`src/rtl/pe_link_pkg.sv`:
```
// Shared definitions for both ends of the 130-bit inter-PE link: flit layout, FSM states, flit packer.
package pe_link_pkg;

  localparam int LINK_WIDTH     = 130;
  localparam int DATA_WIDTH     = 32;
  localparam int VALID_BIT      = 129;
  localparam int LAST_BIT       = 128;
  localparam int CNT_LSB        = 96;
  localparam int WORDS_PER_FLIT = 3;

  typedef enum logic [1:0] {
    IDLE,
    FILL,
    SEND
  } link_state_t;

  // Bits between the count field and LAST stay zero.
  function automatic logic [LINK_WIDTH-1:0] pack_flit(
    input logic                                 last,
    input logic [1:0]                           cnt_m1,
    input logic [WORDS_PER_FLIT*DATA_WIDTH-1:0] lanes
  );
    logic [LINK_WIDTH-1:0] f;
    f                  = '0;
    f[VALID_BIT]       = 1'b1;
    f[LAST_BIT]        = last;
    f[CNT_LSB +: 2]    = cnt_m1;
    f[CNT_LSB-1:0]     = lanes;
    return f;
  endfunction

endpackage

```
`src/rtl/pe_link_credit_ctr.sv`:
```
// Credit counter for the link transmitter: starts full, one credit per flit sent, saturates at CREDITS.
// A return arriving while already full sets the sticky credit_err; a same-cycle send and return cancel out.
module pe_link_credit_ctr #(
  parameter int CREDITS = 4,
  parameter int CNT_W   = 3
) (
  input  logic             clk,
  input  logic             reset,
  input  logic             consume,
  input  logic             credit_return,
  output logic [CNT_W-1:0] credit_cnt,
  output logic             credit_err
);

  localparam logic [CNT_W-1:0] MAX_CREDITS = CNT_W'(CREDITS);
  localparam logic [CNT_W-1:0] ONE         = CNT_W'(1);

  always_ff @(posedge clk or posedge reset) begin
    if (reset) begin
      credit_cnt <= MAX_CREDITS;
      credit_err <= 1'b0;
    end else if (consume && !credit_return) begin
      credit_cnt <= credit_cnt - ONE;
    end else if (credit_return && !consume) begin
      if (credit_cnt == MAX_CREDITS) begin
        credit_err <= 1'b1;
      end else begin
        credit_cnt <= credit_cnt + ONE;
      end
    end
  end

endmodule

```
`src/rtl/pe_link_tx.sv`:
```
// Link transmitter: packs 32-bit words into 3-lane flits; out_link valid 2 cycles after the completing word.
// Holds s_ready low while sending; stalls in SEND with the flit held until a credit is available.
module pe_link_tx #(
  parameter int LINK_WIDTH = 130,
  parameter int DATA_WIDTH = 32,
  parameter int CREDITS    = 4,
  parameter int CNT_WIDTH  = 16
) (
  input  logic                  clk,
  input  logic                  reset,
  input  logic                  ap_start,
  input  logic [DATA_WIDTH-1:0] s_data,
  input  logic                  s_valid,
  input  logic                  s_last,
  output logic                  s_ready,
  input  logic                  credit_return,
  output logic [LINK_WIDTH-1:0] out_link,
  output logic                  busy,
  output logic                  credit_err,
  output logic [CNT_WIDTH-1:0]  flit_count
);

  import pe_link_pkg::*;

  localparam int CREDIT_W = $clog2(CREDITS + 1);

  link_state_t state, state_nxt;

  logic [WORDS_PER_FLIT-1:0][DATA_WIDTH-1:0] lanes;
  logic [1:0]          lane_cnt;
  logic                in_pkt;
  logic                last_q;
  logic                accept;
  logic                complete;
  logic                send;
  logic                credit_avail;
  logic [CREDIT_W-1:0] credit_cnt;

  pe_link_credit_ctr #(
    .CREDITS (CREDITS),
    .CNT_W   (CREDIT_W)
  ) u_credit (
    .clk           (clk),
    .reset         (reset),
    .consume       (send),
    .credit_return (credit_return),
    .credit_cnt    (credit_cnt),
    .credit_err    (credit_err)
  );

  assign credit_avail = (credit_cnt != '0);
  assign busy         = (state != IDLE) || in_pkt;

  always_comb begin
    state_nxt = state;
    s_ready   = 1'b0;
    accept    = 1'b0;
    complete  = 1'b0;
    send      = 1'b0;
    case (state)
      IDLE: begin
        if (ap_start || in_pkt) begin
          state_nxt = FILL;
        end
      end
      FILL: begin
        s_ready = 1'b1;
        if (s_valid) begin
          accept = 1'b1;
          if (lane_cnt == 2'(WORDS_PER_FLIT - 1) || s_last) begin
            complete  = 1'b1;
            state_nxt = SEND;
          end
        end
      end
      SEND: begin
        if (credit_avail) begin
          send = 1'b1;
          // A packet stays open across flits even if ap_start has dropped.
          state_nxt = ((in_pkt && !last_q) || ap_start) ? FILL : IDLE;
        end
      end
      default: state_nxt = IDLE;
    endcase
  end

  always_ff @(posedge clk or posedge reset) begin
    if (reset) begin
      state      <= IDLE;
      lanes      <= '0;
      lane_cnt   <= '0;
      in_pkt     <= 1'b0;
      last_q     <= 1'b0;
      out_link   <= '0;
      flit_count <= '0;
    end else begin
      state    <= state_nxt;
      out_link <= '0;
      if (accept) begin
        lanes[lane_cnt] <= s_data;
        lane_cnt        <= lane_cnt + 2'd1;
        in_pkt          <= 1'b1;
        if (complete) begin
          last_q <= s_last;
        end
      end
      if (send) begin
        out_link   <= pack_flit(last_q, lane_cnt - 2'd1, lanes);
        flit_count <= flit_count + CNT_WIDTH'(1);
        lanes      <= '0;
        lane_cnt   <= '0;
        if (last_q) begin
          in_pkt <= 1'b0;
        end
      end
    end
  end

endmodule
```
`config.mk`:
```
export PLATFORM = sky130hd
export DESIGN_NAME = pe_link_tx
export DESIGN_NICKNAME = d
export VERILOG_FILES = /design/src/rtl/pe_link_pkg.sv /design/src/rtl/pe_link_credit_ctr.sv /design/src/rtl/pe_link_tx.sv
export SDC_FILE = /design/constraint.sdc
export NUM_CORES = 1
export LEC_CHECK = 0
export CORE_MARGIN = 2
export CORE_UTILIZATION = 43
export CTS_CLUSTER_SIZE = 12
export DETAILED_ROUTE_END_ITERATION = 10
export HOLD_SLACK_MARGIN = 0.08
export PLACE_DENSITY = 0.7
export SYNTH_ARGS = -nofsm -noshare
export SYNTH_HDL_FRONTEND = slang
export SYNTH_SLANG_ARGS = --single-unit
export TNS_END_PERCENT = 100
```
`constraint.sdc`:
```
create_clock -name clk -period 11.1 [get_ports clk]
set_clock_uncertainty 0.2 [all_clocks]
set_input_delay 1.665 -clock clk [delete_from_list [all_inputs] [get_ports clk]]
set_output_delay 1.665 -clock clk [all_outputs]
set_load 0.02 [all_outputs]
```
Word level (Yosys, flattened, before mapping)

Index checks and enable logic that the tools add are counted.

Input bits: 38
Word-level logic and storage cells: 76
Output and inout bits: 149
Bits in registers: 252

Eq/ne operators: 9
Add/sub/neg operators: 5
Multiplexer cells: 28
Reductions and logical operators: 20
$lt $le $gt $ge: 2
Bitwise operators: 1

Operators by type and width:

| cell                                                                         | number |
|---|---|
| 96-bit 2-to-1 mux                                                            | 2 |
| 130-bit 2-to-1 mux                                                           | 1 |
| 96-bit bitwise mux                                                           | 1 |
| 32-bit demux with 2-bit select                                               | 1 |
| 32-bit 2-to-1 mux                                                            | 1 |
| 16-bit by 1-bit adder with 16-bit output, second input constant              | 1 |
| 1-bit 2-to-1 mux                                                             | 12 |
| 2-bit 2-to-1 mux                                                             | 6 |
| 3-bit 2-to-1 mux                                                             | 3 |
| 2-bit != test, second input constant                                         | 4 |
| 2-bit case mux with 3 select lines                                           | 1 |
| 2-bit nonzero test                                                           | 3 |
| 2-bit == test, second input constant                                         | 2 |
| 1-bit logical AND                                                            | 4 |
| 1-bit logical OR                                                             | 4 |
| 2-bit AND reduction                                                          | 2 |
| 4-bit AND reduction                                                          | 1 |
| 3-bit by 1-bit adder with 3-bit output, second input constant                | 1 |
| 3-bit == test, second input constant                                         | 1 |
| 1-bit logical NOT                                                            | 3 |
| 2-bit by 3-bit less-than comparator with 1-bit output, second input constant | 1 |
| 3-bit AND reduction                                                          | 1 |
| 3-bit nonzero test                                                           | 1 |
| 3-bit by 1-bit subtractor with 3-bit output, second input constant           | 1 |
| 7 further kinds                                                              | 7 |

Depth between registers and ports, before layout

Gate-level depths: netlist (run 1).

Word-level depth: 7
Mapped depth: 11
Gate-level depth less buffers: 9

Modules after synthesis

Synthesis (run 1) repeated with hierarchy kept, for this count alone.

Cells, all modules: 599
Area, all modules: 8340.5 um^2

By module, submodules not included:

| module             | instances | cells each | sequential area each (um^2) | area each (um^2) |
|---|---|---|---|---|
| pe_link_tx         | 1         | 573        | 5455.2                      | 8087.8 |
| pe_link_credit_ctr | 1         | 26         | 101.3                       | 252.7 |

Worst setup path before layout (run 1)

OpenSTA, ideal clock, no wires.

Path type: input to register
From: input port credit_return
To: register u_credit.credit_cnt[2]
Library setup time: 0.077 ns
Stages on the path: 8
Arrival time: 2.826 ns
Path slack: 7.997 ns
Path buffers: 0
Required time: 10.823 ns
Path through: inv_1 ha_1 inv_1 fa_1 or2_2 nand2_1 a21oi_1 a31oi_1

Cells in the longest elaborated chain, start to end: 4
Elaborated cells between the ends (all ways): 7
Those cells by class: eq/ne (1); mux (1); reduce/logical (5)

RTL lines:

| item                                                                                            | RTL line                 | text |
|---|---|---|
| start, declared                                                                                 | pe_link_tx.sv:16         | `input logic credit_return,` |
| 1-bit logical NOT                                                                               | pe_link_credit_ctr.sv:22 | `end else if (consume && !credit_return) begin` |
| 1-bit logical AND                                                                               | pe_link_credit_ctr.sv:22 |  |
| 2-bit by 1-bit != test with 1-bit output (no source line) or 2-bit nonzero test (tied branches) | -                        |  |
| 2-bit AND reduction (no source line)                                                            | -                        |  |
| end signal, assigned                                                                            | pe_link_credit_ctr.sv:23 | `credit_cnt <= credit_cnt - ONE;` |
| end signal, assigned                                                                            | pe_link_credit_ctr.sv:28 | `credit_cnt <= credit_cnt + ONE;` |
| end, declared                                                                                   | pe_link_credit_ctr.sv:11 | `output logic [CNT_W-1:0] credit_cnt,` |

Several ways; a longest one is shown, not always the timed one.
A chain may end at the register's enable or synchronous reset.

Final worst setup path (run 1)

From: register state[0]
To: output port busy

Cells in the longest elaborated chain, start to end: 2

RTL lines:

| item                   | RTL line         | text |
|---|---|---|
| start, declared        | pe_link_tx.sv:27 | `link_state_t state, state_nxt;` |
| start signal, assigned | pe_link_tx.sv:97 | `state <= state_nxt;` |
| 2-bit nonzero test     | pe_link_tx.sv:52 | `assign busy = (state != IDLE) \|\| in_pkt;` |
| 1-bit logical OR       | pe_link_tx.sv:52 |  |
| end, declared          | pe_link_tx.sv:18 | `output logic busy,` |

No other way between the ends.

==> impl_metrics.env, run 1 <==
export IMPL_numCtsBuffers=23
export IMPL_tritoncts="yes"
export IMPL_route_detailed_vias_per_inst=5.11
export IMPL_finalNetCount=779
export IMPL_worst_path_max_delay_cell="clkdlybuf4s50_1"
export IMPL_setup_worst_path_start_class="flip-flop"
export IMPL_wirelength_mm=17.4
export IMPL_synth_flop_type="dfrtp_1"
export IMPL_crit_chain="or3_1 -> clkdlybuf4s50_1"
export IMPL_rr_worst_depth=9
export IMPL_max_cap_viol_count=0
export IMPL_cpPeakStageDelay_ns=0.55
export IMPL_worstPathArrival_ns=1.92
export IMPL_clock_sinks=222
export IMPL_final_cell_count_no_fill=978
export IMPL_layout_common_cells="dfrtp_1, clkdlybuf4s50_1, a22o_1"
export IMPL_drt_first_pass_iters=5
export IMPL_clk_root_buffer_cell="clkbuf_16"
export IMPL_crit_buf_inv=1
export IMPL_ir_drop_uv=98.9
export IMPL_slew_headroom=0.267
export IMPL_ctsLongestPathBuffers=3
export IMPL_critPathKind="flip-flop to primary output"
export IMPL_timing_reg2reg_setup_slack_ns=8.19
export IMPL_layout_core_utilization=0.558
export IMPL_worst_hold_path_endpoint="out_link[52]"
export IMPL_antenna_violations_before_repair=0
export IMPL_synth_lib_cells_used_distinct=32
export IMPL_max_freq_mhz=264
export IMPL_dpl_worst_slack_ns=6.86
export IMPL_routed_via_count=5000
export IMPL_fp_dieArea_um2=19900
export IMPL_postSynthCellCount=584
export IMPL_first_global_vias=5157
export IMPL_rsz0062_at_grt="no"
export IMPL_buffer_ports_inserted=156
export IMPL_worst_hold_path_type="flip-flop to flip-flop"
export IMPL_cts_hold_repair_buffers=0
export IMPL_mostFrequentLayoutCell="dfrtp_1"
export IMPL_gp_routability_congestion=0.749
export IMPL_design_core_area_um2=18600
export IMPL_yosysSeqAreaShare=0.686
export IMPL_die_y_um=141
export IMPL_setup_total_negative_slack_ns=0
export IMPL_final_layout_size_suffix_gt1_frac=0.0591
export IMPL_worst_pin_slew_ns=1.10
export IMPL_total_setup_violations_reported_at_the_end_of_the_flow=0
export IMPL_start_util=0.436
export IMPL_synth_warnings=0
export IMPL_worst_path_max_fanout=8
export IMPL_ctsResizeCount=0
export IMPL_asyncSetResetFlopFracSynth=1.00
export IMPL_critPathCaptureType="primary output"
export IMPL_place_area_um2=9680
export IMPL_static_leakage_uw=0.00494
export IMPL_n_antenna_cell=0
export IMPL_clk_pin_slew_ns=0.06
export IMPL_routed_wire_length_per_instance_um=17.8
export IMPL_required_ns=9.24
export IMPL_std_cell_rows=50
export IMPL_area_added_between_synthesis_and_finish_pct=28.1
export IMPL_power_density_cell_area_nw_per_um2=227
export IMPL_grt_overflow_total=0
export IMPL_status="completed"
export IMPL_cts_htree_levels=1
export IMPL_largest_net_degree_at_the_start_of_global_routing=135
export IMPL_post_synth_instance_area_um2=8100
export IMPL_grt_usage=0.177
export IMPL_hpwl_mm=11.1
export IMPL_drtIter0Drc=445
export IMPL_worstReg2RegStart="u_credit.credit_cnt[2]"
export IMPL_io_pin_count=187
export IMPL_clkLatencyLatePin_ns=0.50
export IMPL_timing_final_hold_violations=0
export IMPL_final_setup_worst_slack_ns=7.31
export IMPL_origin_of_the_worst_min_delay_path="lanes[52]"
export IMPL_cts_setup_buffers=0
export IMPL_worstHoldPathCells=1
export IMPL_postSynthAreaPerCell_um2=13.9
export IMPL_cp_top_family="buffers and inverters"
export IMPL_stdcell_area_um2=10400
export IMPL_timing_max_transition_violations_final=0
export IMPL_worst_r2r_endpoint="u_credit.credit_cnt[2]"
export IMPL_yosys_register_bits=222
export IMPL_dp_cells=943
export IMPL_grt_first_pass_wirelength_mm=28.1
export IMPL_final_antenna_net_count=0
export IMPL_horizontal_die_dimension_um=141
export IMPL_post_route_drc_count=0
export IMPL_synth_edf_count=0
export IMPL_final_period_utilization=0.341
export IMPL_min_period_ns=3.79
[state kept, by name, summed over array words and instances, names as in the netlist]
signal / count
u_credit.credit_cnt: 3
state: 2
flit_count: 16
u_credit.credit_err: 1
last_q: 1
in_pkt: 1
out_link: 100
lane_cnt: 2
lanes: 96
[synth_stat cells (all sizes together) (2+ instances only)]
master	n	area, um^2
inv	10	37.5
buf	60	400
xnor2	16	140
nor2	19	93.8
nand4	8	50.1
and3	4	25.0
ha	6	75.1
a22o	97	850
nand2	16	60.1
and2	99	619
clkbuf	3	11.3
a31oi	2	12.5
a21oi	3	15.0
dfrtp	221	5530
o21ai	6	30.0
[worst reg2reg max path: cells and delay by family, from the launching register on]
| family | cells | cell delay, ns |
|---|---|---|
| flip-flops | 1 | 0.59 |
| AND/OR/NAND/NOR | 3 | 0.59 |
| adder cells (fa/ha/maj) | 2 | 0.65 |
| AO/OA/AOI/OAI | 2 | 0.34 |
| buffers and inverters | 2 | 0.45 |
[metrics by stage]
stage	power, uW	hold WS (ns)
after detailed placement	1660	0.266
after floorplan	1480	0.254
after global placement	1630	0.264
after global routing	2490	0.291
final	2360	0.274
after CTS	2380	0.280
[per-layer routing]
layer | track usage | vias to the layer above | part of all wire
met3 | 0.0448 | 17 | 0.078
met4 | 0.0363 | 0 | 0.011
li1 | - | 2227 | -
met5 | 0 | - | 0
met2 | 0.287 | 186 | 0.48
met1 | 0.244 | 2570 | 0.43
[layout make-up]
type,instances,area [um^2]
clock buffers,33,653
clock inverters,2,38.8
fillers,1459,8210
inverters,10,45.0
multi-input cells,318,2200
flip-flops and latches,222,5560
well taps,234,293
repair buffers,159,1580
[cells by family (layout without fill, tap and decap cells)]
group / count (synthesis) / in the layout / synth area share
buf+inv: 73 / 204 / 0.0555
fa+ha+maj: 7 / 7 / 0.0117
flops: 222 / 222 / 0.686
xor+xnor: 16 / 16 / 0.0173
simple gates: 155 / 155 / 0.114
compound gates: 110 / 110 / 0.115
other cells: 1 / 30 / 0.000463
[worst max path at each step]
| stage | cells after the start | startpoint | end | slack (ns) |
|---|---|---|---|---|
| 2_1_floorplan | 1 | reset | flit_count[0] | 3.16 |
| 3_3_place_gp | 3 | reset | out_link[52] | 6.95 |
| 3_5_place_dp | 3 | reset | out_link[52] | 6.86 |
| 4_1_cts | 2 | state[0] | busy | 7.28 |
| 5_1_grt | 3 | reset | out_link[23] | 7.09 |
| 6_report | 2 | state[0] | busy | 7.31 |
[report_power, final]
part	leakage [uW]	switching, uW	internal, uW	total, uW
Clock	0.000338	289	427	716
Sequential	0.00297	110	1000	1110
Combinational	0.00163	284	249	534
Power figures use the tool's default switching activity.
==> run 2: changes to the inputs <==
--- a/config.mk
+++ b/config.mk
@@ -10,7 +10,7 @@
 export CTS_CLUSTER_SIZE = 12
 export DETAILED_ROUTE_END_ITERATION = 10
 export HOLD_SLACK_MARGIN = 0.08
-export PLACE_DENSITY = 0.7
+export PLACE_DENSITY = 0.73
 export SYNTH_ARGS = -nofsm -noshare
 export SYNTH_HDL_FRONTEND = slang
 export SYNTH_SLANG_ARGS = --single-unit
==> constraint.sdc (replaced) <==
create_clock -name clk -period 3.3 [get_ports clk]
set_clock_uncertainty 0.2 [all_clocks]
set_input_delay 0.495 -clock clk [delete_from_list [all_inputs] [get_ports clk]]
set_output_delay 0.495 -clock clk [all_outputs]
set_load 0.02 [all_outputs]
==> impl_metrics.env, run 2 (same netlist as run 1, synthesis figures left out) <==
export IMPL_rsz0062_at_grt="no"
export IMPL_dp_cells=946
export IMPL_mostFrequentLayoutCell="dfrtp_1"
export IMPL_antenna_violations_before_repair=0
export IMPL_static_leakage_uw=0.00494
export IMPL_use_met2=0.292
export IMPL_max_cap_viol_count=0
export IMPL_min_period_ns=2.58
export IMPL_io_pin_count=187
export IMPL_timing_reg2reg_setup_slack_ns=0.72
export IMPL_use_met1=0.241
export IMPL_multi_input_comb_area_um2=2200
export IMPL_area_added_between_synthesis_and_finish_pct=28.4
export IMPL_first_global_vias=5189
export IMPL_ctsResizeCount=0
export IMPL_post_route_drc_count=0
export IMPL_clock_sinks=222
export IMPL_met3_usage=0.0323
export IMPL_worstPathArrival_ns=1.89
export IMPL_final_cell_count_no_fill=978
export IMPL_drtIter0Drc=421
export IMPL_required_ns=2.60
export IMPL_max_flop_register="out_link"
export IMPL_std_cell_rows=50
export IMPL_design_core_area_um2=18600
export IMPL_final_layout_size_suffix_gt1_frac=0.0618
export IMPL_grt_overflow_total=0
export IMPL_clk_pin_slew_ns=0.06
export IMPL_final_period_utilization=0.783
export IMPL_n_antenna_cell=0
export IMPL_stdcell_area_um2=10400
export IMPL_layout_common_cells="dfrtp_1, clkdlybuf4s50_1, a22o_1"
export IMPL_power_density_cell_area_nw_per_um2=756
export IMPL_worst_pin_slew_ns=0.936
export IMPL_worstReg2RegStart="u_credit.credit_cnt[2]"
export IMPL_numCtsBuffers=23
export IMPL_horizontal_die_dimension_um=141
export IMPL_timing_critical_path_from="state[0]"
export IMPL_top_usage_layer="met2"
export IMPL_setup_worst_path_start_class="flip-flop"
export IMPL_place_area_um2=9740
export IMPL_fillers=1489
export IMPL_setup_total_negative_slack_ns=0
export IMPL_layout_core_utilization=0.559
export IMPL_max_freq_mhz=387
export IMPL_ctsLongestPathBuffers=3
export IMPL_timing_final_hold_violations=0
export IMPL_worst_hold_slack_ns=0.279
export IMPL_largest_register_ffs=100
export IMPL_wirelength_mm=17.5
export IMPL_final_antenna_net_count=0
export IMPL_tritoncts="yes"
export IMPL_routed_via_count=5071
export IMPL_critPathKind="flip-flop to primary output"
export IMPL_slew_headroom=0.375
export IMPL_gp_routability_congestion=0.735
export IMPL_cts_hold_repair_buffers=0
export IMPL_cts_setup_buffers=0
export IMPL_drt_first_pass_iters=6
export IMPL_worst_hold_path_endpoint="out_link[56]"
export IMPL_grt_usage=0.176
export IMPL_fp_dieArea_um2=19900
export IMPL_worst_r2r_endpoint="u_credit.credit_cnt[2]"
export IMPL_worstHoldPathCells=1
export IMPL_origin_of_the_worst_min_delay_path="lanes[56]"
export IMPL_worst_path_max_fanout=8
export IMPL_status="completed"
export IMPL_buffer_ports_inserted=156
export IMPL_critPathCaptureType="primary output"
export IMPL_die_y_um=141
export IMPL_route_detailed_vias_per_inst=5.19
export IMPL_grt_first_pass_wirelength_mm=28.0
export IMPL_routed_wire_length_per_instance_um=17.9
export IMPL_clkLatencyLatePin_ns=0.49
export IMPL_hpwl_mm=11.0
export IMPL_rr_worst_depth=9
export IMPL_largest_net_degree_at_the_start_of_global_routing=156
export IMPL_clk_root_buffer_cell="clkbuf_16"
export IMPL_worst_hold_path_type="flip-flop to flip-flop"
export IMPL_total_setup_violations_reported_at_the_end_of_the_flow=0
export IMPL_start_util=0.436
export IMPL_reg_top3="out_link x100, lanes x96, flit_count x16"
export IMPL_ir_drop_uv=331
export IMPL_seq_area_um2=5560
export IMPL_timing_max_transition_violations_final=0
export IMPL_cts_htree_levels=1
export IMPL_finalNetCount=782
[run 2: metrics by stage]
stage,setup WS [ns],total power [uW]
after floorplan,-0.290,4990
after global placement,0.615,5490
after detailed placement,0.578,5610
after CTS,0.683,7950
after global routing,0.595,8290
final,0.716,7850
[run 2: worst max path at each step]
| stage | slack [ns] | cells after the start | endpoint |
|---|---|---|---|
| final | 0.72 | 2 | busy |
| after global routing | 0.60 | 9 | u_credit.credit_cnt[2] |
| after CTS | 0.68 | 2 | busy |
| after detailed placement | 0.58 | 5 | lanes[7] |
| after global placement | 0.62 | 5 | lanes[9] |
| after floorplan | -0.29 | 1 | flit_count[0] |
[run 2: routing by layer]
metal / part of all wire / wire (um)
met1: 0.42 / 7390
met2: 0.49 / 8560
met3: 0.072 / 1270
met4: 0.017 / 303
met5: 0 / 0
[run 2: critical path, stage by stage, from the launching register on]
cell	delay [ns]
dfrtp_1	0.46
or3_1	0.39
clkdlybuf4s50_1	0.56
[run 2: where the power goes]
part | leakage, uW | switching, uW | total [uW] | internal [uW]
logic | 0.00165 | 960 | 1810 | 855
registers | 0.00297 | 386 | 3750 | 3360
clock network | 0.000321 | 945 | 2290 | 1340
[run 2: layout make-up]
type / instances / share of cell area
multi-input combinational: 318 / 0.212
sequential: 222 / 0.535
tap: 234 / 0.0282
clock inverter: 1 / 0.000843
inverter: 10 / 0.00397
timing repair buffer: 162 / 0.158
clock buffer: 31 / 0.0621
==> run 3: changes to the inputs <==
--- a/config.mk
+++ b/config.mk
@@ -10,7 +10,7 @@
 export CTS_CLUSTER_SIZE = 12
 export DETAILED_ROUTE_END_ITERATION = 10
 export HOLD_SLACK_MARGIN = 0.08
-export PLACE_DENSITY = 0.73
+export PLACE_DENSITY = 0.7
 export SYNTH_ARGS = -nofsm -noshare
 export SYNTH_HDL_FRONTEND = slang
 export SYNTH_SLANG_ARGS = --single-unit
==> constraint.sdc (replaced) <==
create_clock -name clk -period 2.53 [get_ports clk]
set_clock_uncertainty 0.2 [all_clocks]
set_input_delay 0.3795 -clock clk [delete_from_list [all_inputs] [get_ports clk]]
set_output_delay 0.3795 -clock clk [all_outputs]
set_load 0.02 [all_outputs]
==> impl_metrics.env, run 3 (same netlist as run 1, synthesis figures left out) <==
export IMPL_status="completed"
export IMPL_required_ns=1.95
export IMPL_horizontal_die_dimension_um=141
export IMPL_worst_pin_slew_ns=0.882
export IMPL_clk_root_buffer_cell="clkbuf_16"
export IMPL_place_area_um2=9800
export IMPL_start_util=0.436
export IMPL_worst_hold_path_type="flip-flop to flip-flop"
export IMPL_final_antenna_net_count=0
export IMPL_die_y_um=141
export IMPL_final_period_utilization=0.962
export IMPL_setup_total_negative_slack_ns=0
export IMPL_largest_net_degree_at_the_start_of_global_routing=107
export IMPL_grt_overflow_total=0
export IMPL_io_pin_count=187
export IMPL_final_setup_worst_slack_ns=0.0972
export IMPL_route_detailed_vias_per_inst=5.08
export IMPL_final_layout_size_suffix_gt1_frac=0.0738
export IMPL_timing_final_hold_violations=0
export IMPL_critPathCaptureType="primary output"
export IMPL_buffer_ports_inserted=156
export IMPL_worstPathArrival_ns=1.85
export IMPL_numCtsBuffers=23
export IMPL_finalNetCount=789
export IMPL_max_flop_register="out_link"
export IMPL_clk_pin_slew_ns=0.06
export IMPL_area_added_between_synthesis_and_finish_pct=30.0
export IMPL_mostFrequentLayoutCell="dfrtp_1"
export IMPL_worstHoldPathCells=1
export IMPL_power_density_cell_area_nw_per_um2=995
export IMPL_worstReg2RegStart="u_credit.credit_cnt[2]"
export IMPL_clock_sinks=222
export IMPL_layout_common_cells="dfrtp_1, clkdlybuf4s50_1, a22o_1"
export IMPL_rsz0062_at_grt="no"
export IMPL_ir_drop_uv=572
export IMPL_routed_via_count=5046
export IMPL_min_period_ns=2.43
export IMPL_first_global_vias=5138
export IMPL_timing_max_transition_violations_final=0
export IMPL_routed_wire_length_per_instance_um=17.9
export IMPL_max_cap_viol_count=0
export IMPL_clkLatencyLatePin_ns=0.50
export IMPL_design_core_area_um2=18600
export IMPL_grt_usage=0.176
export IMPL_hpwl_mm=10.9
export IMPL_antenna_violations_before_repair=0
export IMPL_reg_top3="out_link x100, lanes x96, flit_count x16"
export IMPL_drt_first_pass_iters=4
export IMPL_static_leakage_uw=0.00500
export IMPL_tritoncts="yes"
export IMPL_worst_r2r_endpoint="u_credit.credit_cnt[2]"
export IMPL_std_cell_rows=50
export IMPL_gp_routability_congestion=0.744
export IMPL_stdcell_area_um2=10500
export IMPL_total_setup_violations_reported_at_the_end_of_the_flow=0
export IMPL_dpl_worst_slack_ns=0.00915
export IMPL_fp_dieArea_um2=19900
export IMPL_worst_path_max_fanout=8
export IMPL_rr_worst_depth=8
export IMPL_ctsLongestPathBuffers=3
export IMPL_slew_headroom=0.410
export IMPL_post_route_drc_count=0
export IMPL_n_antenna_cell=0
export IMPL_cts_htree_levels=1
export IMPL_crit_path_end="s_ready"
export IMPL_timing_critical_path_from="state[0]"
export IMPL_grt_first_pass_wirelength_mm=28.2
export IMPL_wirelength_mm=17.8
export IMPL_critPathKind="flip-flop to primary output"
export IMPL_largest_register_ffs=100
export IMPL_max_freq_mhz=411
export IMPL_drtIter0Drc=351
export IMPL_setup_worst_path_start_class="flip-flop"
export IMPL_timing_reg2reg_setup_slack_ns=0.12
[run 3: cell type report]
| class | count | area [um^2] |
|---|---|---|
| Clock buffer | 36 | 644 |
| Clock inverter | 4 | 48.8 |
| Fill cell | 1433 | 8050 |
| Inverter | 10 | 41.3 |
| Multi-Input combinational cell | 319 | 2240 |
| Sequential cell | 222 | 5560 |
| Tap cell | 234 | 293 |
| Timing Repair Buffer | 168 | 1710 |
[run 3: worst min path at each step]
stage / slack [ns] / end / from
after floorplan: 0.25 / out_link[0] / lanes[0]
after global placement: 0.26 / flit_count[15] / flit_count[15]
after detailed placement: 0.27 / out_link[3] / lanes[3]
after CTS: 0.28 / flit_count[15] / flit_count[15]
after global routing: 0.30 / flit_count[15] / flit_count[15]
final: 0.28 / flit_count[15] / flit_count[15]
[run 3: timing repair]
item	4_1_cts	5_1_grt
buffers inserted	0	1
endpoints found under the hold margin	13	0
resized for setup	0	2
hold buffers	1	0
setup endpoints to repair	0	40
[run 3: through the flow]
step                      hold WS [ns]   util  total power [uW]  cells
after floorplan                  0.254      -              6530    613
after CTS                        0.278  0.566             10500    991
after detailed placement         0.267  0.528              7350    950
final                            0.282  0.567             10500    993
after global routing             0.297  0.567             11000    993
after global placement           0.262  0.528              7210    950
[run 3: layer usage]
layer  wire length, um  share of wire  vias up  track usage
met3              1370          0.077       23       0.0329
li1                  -              -     2260            -
met2              8240           0.46      215        0.279
met5                 0              0        -            0
met4               273          0.015        0       0.0432
met1              7890           0.44     2548        0.255
[run 3: worst max-delay path, cell delays in order (launching register included)]
cell	delay [ns]
dfrtp_1	0.50
nor2b_1	0.22
clkdlybuf4s50_1	0.63
[run 3: power by group]
| part | switching [uW] | leakage [uW] | internal, uW |
|---|---|---|---|
| sequential | 496 | 0.00297 | 4390 |
| clock | 1310 | 0.000337 | 1840 |
| combinational | 1290 | 0.00169 | 1160 |
